==> src/rtl/serial_adder_pkg.sv <==
// Shared types and defaults for the bit-serial adder controller.
// Imported by the controller and its testbench.
package serial_adder_pkg;

   typedef enum logic [1:0] {
      IDLE = 2'd0,
      RUN  = 2'd1,
      DONE = 2'd2
   } sa_state_t;

   localparam int SA_WIDTH_DEF = 8;

endpackage

==> src/rtl/full_adder.sv <==
// One-bit full adder cell.
// Reused by the serial adder as its only arithmetic datapath.
module full_adder (
   input  logic a,
   input  logic b,
   input  logic cin,
   output logic s,
   output logic cout
);

   assign s    = a ^ b ^ cin;
   assign cout = (a & b) | (cin & (a ^ b));

endmodule

==> src/rtl/serial_adder_ctrl.sv <==
// Bit-serial adder: one full_adder stepped LSB first over WIDTH cycles.
// Operands accepted in IDLE, result held in DONE until the consumer takes it.
module serial_adder_ctrl
   import serial_adder_pkg::*;
#(
   parameter int WIDTH = SA_WIDTH_DEF
) (
   input  logic             clk,
   input  logic             rst,
   input  logic             in_valid,
   output logic             in_ready,
   input  logic [WIDTH-1:0] a,
   input  logic [WIDTH-1:0] b,
   input  logic             cin,
   output logic             out_valid,
   input  logic             out_ready,
   output logic [WIDTH-1:0] sum,
   output logic             cout,
   output logic             busy
);

   localparam int CNT_W = $clog2(WIDTH);

   if (WIDTH < 2) begin : g_bad_width
      $error("serial_adder_ctrl: WIDTH must be >= 2");
   end

   sa_state_t        state;
   sa_state_t        state_nxt;
   logic [WIDTH-1:0] a_sh;
   logic [WIDTH-1:0] b_sh;
   logic [WIDTH-1:0] sum_sh;
   logic             carry;
   logic [CNT_W-1:0] cnt;
   logic             fa_s;
   logic             fa_cout;
   logic             accept;
   logic             last;

   full_adder u_fa (
      .a    (a_sh[0]),
      .b    (b_sh[0]),
      .cin  (carry),
      .s    (fa_s),
      .cout (fa_cout)
   );

   // cnt counts bits already done; the bit with cnt == WIDTH-1 is the last.
   assign last = (cnt == CNT_W'(WIDTH - 1));

   // State register; reset aborts any operation in flight.
   always_ff @(posedge clk or posedge rst) begin
      if (rst) begin
         state <= IDLE;
      end else begin
         state <= state_nxt;
      end
   end

   // Next state and handshake outputs; unknown encodings fall back to IDLE.
   always_comb begin
      state_nxt = state;
      in_ready  = 1'b0;
      out_valid = 1'b0;
      busy      = 1'b1;
      accept    = 1'b0;
      case (state)
         IDLE: begin
            in_ready = 1'b1;
            busy     = 1'b0;
            if (in_valid) begin
               accept    = 1'b1;
               state_nxt = RUN;
            end
         end
         RUN: begin
            if (last) begin
               state_nxt = DONE;
            end
         end
         DONE: begin
            out_valid = 1'b1;
            if (out_ready) begin
               state_nxt = IDLE;
            end
         end
         default: begin
            state_nxt = IDLE;
         end
      endcase
   end

   // Operand load on accept, one bit per cycle in RUN, hold otherwise.
   always_ff @(posedge clk or posedge rst) begin
      if (rst) begin
         a_sh   <= '0;
         b_sh   <= '0;
         sum_sh <= '0;
         carry  <= 1'b0;
         cnt    <= '0;
      end else if (accept) begin
         a_sh   <= a;
         b_sh   <= b;
         sum_sh <= '0;
         carry  <= cin;
         cnt    <= '0;
      end else if (state == RUN) begin
         a_sh   <= {1'b0, a_sh[WIDTH-1:1]};
         b_sh   <= {1'b0, b_sh[WIDTH-1:1]};
         sum_sh <= {fa_s, sum_sh[WIDTH-1:1]};
         carry  <= fa_cout;
         cnt    <= cnt + CNT_W'(1);
      end
   end

   // Partial results never leave the block.
   assign sum  = out_valid ? sum_sh : '0;
   assign cout = out_valid ? carry  : 1'b0;

endmodule

==> config.mk <==
export PLATFORM = sky130hd
export DESIGN_NAME = serial_adder_ctrl
export DESIGN_NICKNAME = d
export VERILOG_FILES = /design/src/rtl/serial_adder_pkg.sv /design/src/rtl/full_adder.sv /design/src/rtl/serial_adder_ctrl.sv
export SDC_FILE = /design/constraint.sdc
export NUM_CORES = 1
export LEC_CHECK = 0
export BUFFER_PORTS_ARGS = -buffer_cell sky130_fd_sc_hd__buf_2
export CAP_MARGIN = 10
export CORE_MARGIN = 2
export CORE_UTILIZATION = 30
export CTS_BUF_LIST = sky130_fd_sc_hd__clkbuf_8
export CTS_CLUSTER_DIAMETER = 120
export CTS_CLUSTER_SIZE = 40
export DETAILED_ROUTE_END_ITERATION = 6
export GPL_TIMING_DRIVEN = 0
export MAX_ROUTING_LAYER = met4
export PLACE_DENSITY_LB_ADDON = 0.25
export SYNTH_ARGS = -nofsm -noshare
export SYNTH_HDL_FRONTEND = slang
export SYNTH_SLANG_ARGS = --single-unit
==> constraint.sdc <==
create_clock -name clk -period 1.2 [get_ports clk]
set_input_delay 0.24 -clock clk [delete_from_list [all_inputs] [get_ports clk]]
set_output_delay 0.24 -clock clk [all_outputs]
set_load 0.02 [all_outputs]
==> results.sh <==
export IMPL_insertion_delay_ns=0.29
export IMPL_grt_setup_unrepaired="true"
export IMPL_numCtsBuffers=5
export IMPL_tightestPinTransition_ns=0.511
export IMPL_finalCriticalPeriod_ns=1.57
export IMPL_finalSetupViolations=42
export IMPL_critical_path_class="reg -> out"
export IMPL_drt_iter0_drc=68
export IMPL_avgViaCountPerCell=5.02
export IMPL_fillCellCount=440
export IMPL_numPortBuffers=31
export IMPL_place_gp_congestion=0.739
export IMPL_syn_cell_area_um2=1520
export IMPL_synth_edf_count=0
export IMPL_die_x_um=75.3
export IMPL_drt_wl_total_um=4390
export IMPL_dp_cells=237
export IMPL_dieHeight_um=75.3
export IMPL_grt_max_degree=31
export IMPL_final_nets=219
export IMPL_finalHoldViolCount=10
export IMPL_skew_ns=0.0106
export IMPL_die_area_um2=5670
export IMPL_vias=1321
export IMPL_yosysWarningCount=0
export IMPL_ant_nets=0
export IMPL_fmax_mhz=636
export IMPL_ys_flop_type="dfrtp_1"
export IMPL_startpoint="state[0]"
export IMPL_rrSetupSlack_ns=-0.18
export IMPL_finalPower_w=0.00598
export IMPL_overflow=0
export IMPL_htree_levels=2
export IMPL_grt_usage_pct=17.5
export IMPL_dpl_cell_area_um2=1790
export IMPL_start_util_pct=31.6
export IMPL_antenna_found_initial=0
export IMPL_critPathCaptureType="primary output"
export IMPL_final_cell_count_no_fill=263
export IMPL_io_pins=33
export IMPL_p_leak_nw=1.19
export IMPL_syn_nets=163
export IMPL_whs_ns=-0.0270
export IMPL_rr_worst_depth=5
export IMPL_relSlewSlack_pct=65.9
export IMPL_avgRoutedWirePerCell_um=16.7
export IMPL_hold_class="in -> async"
export IMPL_ys_seq_area_share_pct=49.3
export IMPL_clockBufferDepth=2
export IMPL_synth_seq_cells=30
export IMPL_outcome="finished, violations left"
export IMPL_cp_arrival_ns=1.33
export IMPL_failed_checks="hold timing, setup timing"
export IMPL_synth_avg_cell_area_um2=11.0
export IMPL_cts_root_buf="clkbuf_8"
export IMPL_worst_setup_path_start_kind="flop"
export IMPL_areaGrowthSynthToFinish_pct=71.2
export IMPL_r2r_start="state[1]"
export IMPL_crit_fanout=5
export IMPL_dp_hpwl_um=2470
export IMPL_placementRows=25
export IMPL_drv_cap=0
export IMPL_cts_sinks=30
export IMPL_grt_pass1_vias=1450
export IMPL_synth_distinct_cells=21
export IMPL_drive_gt1_share_pct=62.2
export IMPL_first_pass_iters=4
export IMPL_core_um2=4820
export IMPL_diodes=0
export IMPL_drv_slew=0
export IMPL_fin_ws_ns=-0.373
export IMPL_drc=0
export IMPL_cts_tree="yes"
export IMPL_design_area_um2=2610
export IMPL_async_flop_share_pct=100
export IMPL_r2r_end="a_sh[2]"
export IMPL_timing_final_crit_share_pct=131
export IMPL_clk_pin_slew_ns=0.07
export IMPL_synth_cells=139
export IMPL_grt_pass1_wl_um=7040
export IMPL_peakVddDrop_mv=1.38
export IMPL_worstPathRequired_ns=0.96
export IMPL_power_density_nw_per_um2=2290
## worst max path at each step
stage | endpoint | slack (ns) | cells after the start
floorplan | sum[0] | -0.01 | 4
global placement | a_sh[5] | -0.11 | 2
detailed placement | a_sh[5] | -0.18 | 2
CTS | sum[1] | -0.38 | 5
global route | busy | -0.43 | 4
finish | sum[1] | -0.37 | 5
## per-stage QoR
stage	worst slack (ns)	util (%)	TNS (ns)
4_1_cts	-0.379	49.2	-7.10
5_1_grt	-0.431	54.2	-10.60
3_3_place_gp	-0.108	37.2	-4.57
2_1_floorplan	-0.0139	-	-0.112
3_5_place_dp	-0.175	37.2	-7.18
6_report	-0.373	54.2	-8.39
## cell usage after synthesis, types with 2 or more instances
cell      count  area [um2]
a22o_1       11        96.3
a32o_1        2        20.0
nor4b_1      14         123
nor3b_1      14         105
dfrtp_1      30         751
inv_1        19        71.3
ha_1          2        25.0
clkbuf_1      2        7.51
a211oi_1     14         105
buf_2         8        40.0
nor2b_1       2        12.5
buf_4         3        22.5
nand2b_1      2        12.5
and2_1        9        56.3
## critical path, cell delays in order (launching register included)
cell	delay, ns
dfrtp_1	0.38
buf_6	0.14
nor2b_4	0.15
buf_6	0.14
and2_4	0.14
buf_6	0.11
## logic make-up (layout without fill, tap and decap cells)
| group | Yosys count | after routing | synth area share [%] |
|---|---|---|---|
| AND/OR/NAND/NOR | 43 | 43 | 21.0 |
| buffers and inverters | 32 | 89 | 9.28 |
| AO/OA/AOI/OAI | 30 | 30 | 16.7 |
| flip-flops | 30 | 30 | 49.3 |
| adder cells (fa/ha/maj) | 3 | 3 | 2.96 |
| multiplexers | 1 | 1 | 0.739 |
## registers in the layout, summed over array words and instances (netlist names)
name,count
a_sh,8
b_sh,8
carry,1
cnt,3
state,2
sum_sh,8
## timing repair
action	4_1_cts	5_1_grt
hold buffers	0	0
pin swaps	8	13
gates cloned	5	1
buffers inserted	9	2
setup endpoints to repair	37	41
gates resized for setup	83	42
## power breakdown
group          switching, W  internal [W]
combinational       0.00146       0.00182
clock              0.000422      0.000461
sequential         0.000350       0.00147
## final cells by class
cell class	instances	area, um2	area share, %
Inverter	19	71.3	2.73
Tap cell	67	83.8	3.21
Sequential cell	30	751	28.8
Multi-Input combinational cell	77	1010	38.8
Buffer	13	144	5.52
Clock buffer	6	82.6	3.17
Timing Repair Buffer	49	450	17.3
Clock inverter	2	12.5	0.480
## cells in the final DEF (no fill, tap or decap), drive strengths merged
cell / synthesis / routed
nor2: 1 / 1
clkinvlp: 0 / 1
clkinv: 0 / 1
fa: 1 / 1
nand2b: 2 / 2
inv: 19 / 19
a21oi: 1 / 1
and2b: 1 / 1
a211oi: 14 / 14
a32o: 2 / 2
a222oi: 1 / 1
ha: 2 / 2
mux2: 1 / 1
nor3b: 14 / 14
clkbuf: 2 / 6
and2: 9 / 9
dfrtp: 30 / 30
a22o: 11 / 11
buf: 11 / 62
nor2b: 2 / 2
nor4b: 14 / 14
o21bai: 1 / 1
## layer usage
metal  GRT usage, %  vias to the layer above  share of wire (%)
li1               -                      612                  -
met1           21.8                      666                 45
met2           27.2                       36                 50
met3           4.42                        7                4.2
met4           7.41                        0                1.5
met5              -                        -                  0
Power figures use the tool's default switching activity.
